`src/rtl/wb_pkg.sv`:
```
// wb_pkg: shared types and constants for the writeback stage.
package wb_pkg;
  localparam int XLEN_DEF = 32;
  localparam int REG_AW_DEF = 5;
  typedef enum logic [1:0] {IDLE, WAIT_MEM, SETUP, STROBE} wb_state_t;
  localparam logic [2:0] F3_LB = 3'b000;
  localparam logic [2:0] F3_LH = 3'b001;
  localparam logic [2:0] F3_LW = 3'b010;
  localparam logic [2:0] F3_LBU = 3'b100;
  localparam logic [2:0] F3_LHU = 3'b101;
endpackage

```
`src/rtl/writeback_stage_load_align.sv`:
```
// load_align: extracts, aligns and extends load data; flags illegal or misaligned loads.
module load_align import wb_pkg::*; #(
  parameter int XLEN = XLEN_DEF
) (
  input  logic [2:0]      funct3,
  input  logic [1:0]      addr_lo,
  input  logic [XLEN-1:0] rdata,
  output logic [XLEN-1:0] data,
  output logic            illegal
);
  logic [7:0] w_byte;
  logic [15:0] w_half;
  assign w_byte = rdata[{addr_lo, 3'b000} +: 8];
  assign w_half = rdata[{addr_lo[1], 4'b0000} +: 16];
  always_comb begin
    data = rdata;
    illegal = 1'b0;
    case (funct3)
      F3_LB:  data = {{(XLEN-8){w_byte[7]}}, w_byte};
      F3_LBU: data = {{(XLEN-8){1'b0}}, w_byte};
      F3_LH: begin
        data = {{(XLEN-16){w_half[15]}}, w_half};
        illegal = addr_lo[0];
      end
      F3_LHU: begin
        data = {{(XLEN-16){1'b0}}, w_half};
        illegal = addr_lo[0];
      end
      F3_LW:  illegal = |addr_lo;
      default: illegal = 1'b1;
    endcase
  end
endmodule

```
`src/rtl/writeback_stage.sv`:
```
// writeback_stage: final pipeline stage driving the register file write port with a setup cycle
// followed by a one-cycle registered write strobe.
module writeback_stage import wb_pkg::*; #(
  parameter int XLEN = XLEN_DEF,
  parameter int REG_AW = REG_AW_DEF
) (
  input  logic              clk,
  input  logic              clear,
  input  logic              ex_valid,
  output logic              ex_ready,
  input  logic [REG_AW-1:0] ex_rd,
  input  logic              ex_rd_we,
  input  logic              ex_is_load,
  input  logic [2:0]        ex_funct3,
  input  logic [1:0]        ex_addr_lo,
  input  logic [XLEN-1:0]   ex_result,
  input  logic              mem_rvalid,
  input  logic [XLEN-1:0]   mem_rdata,
  output logic [REG_AW-1:0] WR,
  output logic [XLEN-1:0]   WD,
  output logic              write,
  output logic              load_err,
  output logic              fwd_valid,
  output logic [REG_AW-1:0] fwd_rd,
  output logic [XLEN-1:0]   fwd_data
);
  wb_state_t r_state, w_next;
  logic [REG_AW-1:0] r_rd, w_wr_d;
  logic [2:0] r_funct3;
  logic [1:0] r_addr_lo;
  logic r_commit;
  logic [XLEN-1:0] w_ld_data, w_wd_d;
  logic w_ld_illegal, w_accept, w_ld_accept, w_alu_commit, w_ld_done, w_ld_write;
  load_align #(.XLEN(XLEN)) u_align (
    .funct3(r_funct3),
    .addr_lo(r_addr_lo),
    .rdata(mem_rdata),
    .data(w_ld_data),
    .illegal(w_ld_illegal)
  );
  assign w_accept = r_state == IDLE && ex_valid;
  assign w_ld_accept = w_accept && ex_is_load;
  assign w_alu_commit = w_accept && !ex_is_load && ex_rd_we && ex_rd != '0;
  assign w_ld_done = r_state == WAIT_MEM && mem_rvalid;
  // Illegality is resolved at response time from the captured funct3/offset.
  assign w_ld_write = w_ld_done && r_commit && !w_ld_illegal;
  assign fwd_rd = WR;
  assign fwd_data = WD;
  always_ff @(posedge clk or negedge clear)
    if (!clear) r_state <= IDLE;
    else r_state <= w_next;
  always_comb begin
    w_next = (w_alu_commit || w_ld_write) ? SETUP :
             w_ld_accept ? WAIT_MEM :
             r_state == SETUP ? STROBE :
             (r_state == STROBE || w_ld_done) ? IDLE : r_state;
  end
  always_comb begin
    ex_ready = r_state == IDLE;
    w_wr_d = w_alu_commit ? ex_rd : r_rd;
    w_wd_d = w_alu_commit ? ex_result : w_ld_data;
  end
  always_ff @(posedge clk or negedge clear)
    if (!clear) begin
      r_rd <= '0;
      r_funct3 <= '0;
      r_addr_lo <= '0;
      r_commit <= 1'b0;
    end else if (w_ld_accept) begin
      r_rd <= ex_rd;
      r_funct3 <= ex_funct3;
      r_addr_lo <= ex_addr_lo;
      r_commit <= ex_rd_we && ex_rd != '0;
    end
  always_ff @(posedge clk or negedge clear)
    if (!clear) begin
      WR <= '0;
      WD <= '0;
      write <= 1'b0;
      load_err <= 1'b0;
      fwd_valid <= 1'b0;
    end else begin
      if (w_alu_commit || w_ld_write) begin
        WR <= w_wr_d;
        WD <= w_wd_d;
      end
      write <= r_state == SETUP;
      fwd_valid <= w_next == SETUP || w_next == STROBE;
      load_err <= w_ld_done && w_ld_illegal;
    end
endmodule

```
`config.mk`:
```
export PLATFORM = sky130hd
export DESIGN_NAME = writeback_stage
export DESIGN_NICKNAME = d
export VERILOG_FILES = /design/src/rtl/wb_pkg.sv /design/src/rtl/writeback_stage_load_align.sv /design/src/rtl/writeback_stage.sv
export SDC_FILE = /design/constraint.sdc
export NUM_CORES = 1
export LEC_CHECK = 0
export CAP_MARGIN = 30
export CORE_MARGIN = 2
export CORE_UTILIZATION = 35
export DETAILED_ROUTE_END_ITERATION = 8
export PLACE_DENSITY = 0.86
export SLEW_MARGIN = 30
export SYNTH_ARGS = -nofsm -noshare
export SYNTH_HDL_FRONTEND = slang
export SYNTH_SLANG_ARGS = --single-unit
```
`constraint.sdc`:
```
create_clock -name clk -period 1.6 [get_ports clk]
set_input_delay 0.24 -clock clk [delete_from_list [all_inputs] [get_ports clk]]
set_output_delay 0.24 -clock clk [all_outputs]
set_load 0.02 [all_outputs]
```
==> flow_summary.json <==
{
  "num_io_pins": 158,
  "arrival_ns": 1.90,
  "cts_root_buffer": "clkbuf_8",
  "post-route-drc-count": 0,
  "fin_crit_ns": 1.71,
  "violations": "negative setup slack",
  "worst_slack_ns": -0.109,
  "start_util_pct": 35.5,
  "drt-total-wl_um": 12000,
  "worstPathMaxFanout": 7,
  "async_reset_ff_share_pct": 100,
  "num_rows": 34,
  "tightest_slew_ns": 0.616,
  "grt_pass1_vias": 3569,
  "fin_crit_sh_pct": 107,
  "status": "complete, but fails checks",
  "grt_first_pass_wirelength_um": 18700,
  "p_leak_uw": 0.00242,
  "vias": 3444,
  "hold_violations": 0,
  "area_delta_synth_final_pct": 77.1,
  "avgSynthCellArea_um2": 8.50,
  "final_nets": 603,
  "yosysSeqAreaShare_pct": 43.5,
  "end_kind": "flip-flop",
  "power_density_nw_per_um2": 1870,
  "layout-drive-gt1-share_pct": 26.0,
  "routabilityCongestion": 0.909,
  "post-dp-hpwl_um": 8600,
  "relSlewSlack_pct": 59.0,
  "ir_drop_mv": 0.975,
  "synth_edf_count": 0,
  "cts_tree": "built",
  "power_uw": 10100,
  "clockBufferDepth": 2,
  "routedWlPerCell_um": 19.0,
  "antenna_found_initial": 0,
  "clkLatencyLatePin_ns": 0.31,
  "antennaDiodeCount": 0,
  "slew_violations": 0,
  "path_clk_slew_ns": 0.10,
  "maxCapViolations": 0,
  "setup_viol": 37,
  "grt_max_degree": 31,
  "antenna_left": 0,
  "grt_use_total_pct": 24.6,
  "fmax_mhz": 585,
  "syn_inst": 359,
  "start_kind": "flip-flop",
  "die_x_um": 97.4,
  "worstHoldPathType": "in -> reg",
  "placeableCoreArea_um2": 8590,
  "syn_area_um2": 3050,
  "numClockSinks": 53,
  "cts_made_buffers": 5,
  "rsz0062_at_grt": "true",
  "syn-num-nets": 439,
  "die_y_um": 97.4,
  "synth-seq-cells": 53,
  "placed_area_um2": 4760,
  "path_class": "reg -> reg",
  "hold_slack_ns": 0.232,
  "drtPass1Iterations": 4,
  "viasPerCell": 5.46,
  "fin_util_pct": 62.9,
  "cp.required_ns": 1.79,
  "synth_ff_type": "dfrtp_1",
  "design_area_um2": 5400,
  "skew_ns": 0.0113,
  "synth.distinct_cells": 40,
  "yosysWarnings": 0,
  "dr.first_iter.drc_count": 163,
  "fillerInstances": 698,
  "portBuffers": 157,
  "grt.overflow.total": 0,
  "h-tree-depth": 2,
  "die_area_um2": 9480
}
[synthesized netlist by cell type, types with 4 or more instances]
cell       instances  area share, %
nor2b_1            4           0.82
o31a_1             4            1.1
o221ai_1           8            2.3
nor2_1            11            1.4
a22o_1             4            1.1
buf_2              6           0.98
buf_4             37            9.1
a221oi_1           6            1.7
o21ai_0           46            7.5
a21oi_1           34            5.6
a2bb2oi_1          4            1.1
mux2i_1            4            1.3
inv_1              7           0.86
o21ai_1           10            1.6
o211ai_1           4           0.98
a22oi_1            4           0.98
clkbuf_1          15            1.8
dfrtp_1           53             43
nand2_1           71            8.7
[cell type report]
| cell class | count | area, µm² | share of cell area [%] |
|---|---|---|---|
| Timing Repair Buffer | 215 | 2130 | 39.3 |
| Multi-Input combinational cell | 240 | 1700 | 31.4 |
| Sequential cell | 53 | 1330 | 24.6 |
| Tap cell | 108 | 135 | 2.50 |
| Clock buffer | 7 | 86.3 | 1.60 |
| Inverter | 8 | 30.0 | 0.556 |
[sequential cells by signal, indices dropped and copies added (netlist names)]
| name | count |
|---|---|
| r_commit | 1 |
| WD | 32 |
| fwd_valid | 1 |
| load_err | 1 |
| r_funct3 | 3 |
| WR | 5 |
| write | 1 |
| r_rd | 5 |
| r_state | 2 |
| r_addr_lo | 2 |
[cell usage in the layout (no fill, tap or decap), types with 7 or more instances in the layout]
cell             synthesis  routed
dfrtp_1                 53      50
dlymetal6s2s_1           0      20
clkdlybuf4s50_1          0     128
o21ai_0                 46      12
buf_6                    1      12
a21oi_2                  1      20
nand2_1                 71      69
a21oi_1                 34      15
o21ai_2                  0       8
buf_4                   37      42
o21ai_1                 10      36
nor2_1                  11       7
inv_1                    7       7
[routing by layer]
layer	track usage [%]	share of wire [%]	vias up
li1	-	-	1569
met5	0	0	-
met3	7.12	9.0	30
met1	29.5	39	1648
met2	42.5	49	197
met4	7.69	2.8	0
[kinds of logic after synthesis]
logic type	count (synthesis)	share of synthesized area, %
compound gates	135	27.8
simple gates	99	13.8
buf+inv	67	13.3
flops	53	43.5
mux	5	1.68
[path summary, 6_finish.rpt]
path / startpoint / end / slack, ns / depth (start not counted)
worst max register to register: r_addr_lo[1] / WD[4] / -0.11 / 7
worst max-delay path: r_addr_lo[1] / WD[4] / -0.11 / 7
min in group asynchronous: clear / WD[10] / 0.47 / 2
worst min-delay path: ex_rd[2] / r_rd[2] / 0.23 / 4
worst min register to register: r_rd[3] / r_rd[3] / 0.50 / 2
max in group asynchronous: clear / r_addr_lo[0] / 0.53 / 3
[where the power goes]
group	leakage (µW)	switching, µW	internal (µW)	total (µW)
logic	0.00172	3590	3190	6780
registers	0.000657	588	1950	2540
clock network	0.0000443	432	345	777
[critical path, cell delays in order (launching register included)]
cell	delay, ns
dfrtp_2	0.48
buf_6	0.15
nor4_4	0.25
o2111a_2	0.29
nor2_2	0.08
buf_6	0.14
a21oi_2	0.11
a21oi_1	0.08
[timing repair]
action,in CTS,in global routing
endpoints found under the hold margin,23,0
cloned,4,0
hold buffers,1,0
gates resized for setup,84,72
endpoints found under the setup margin,43,58
setup buffers,6,2
pin swaps,27,15
[metrics by stage]
| stage | setup TNS (ns) | setup WS (ns) | instances |
|---|---|---|---|
| after global routing | -4.63 | -0.174 | 631 |
| after floorplan | -3.90 | -0.221 | 359 |
| final | -2.37 | -0.109 | 631 |
| after detailed placement | -24.64 | -0.731 | 612 |
| after CTS | -1.48 | -0.0667 | 629 |
| after global placement | -22.00 | -0.639 | 612 |
Power figures use the tool's default switching activity.
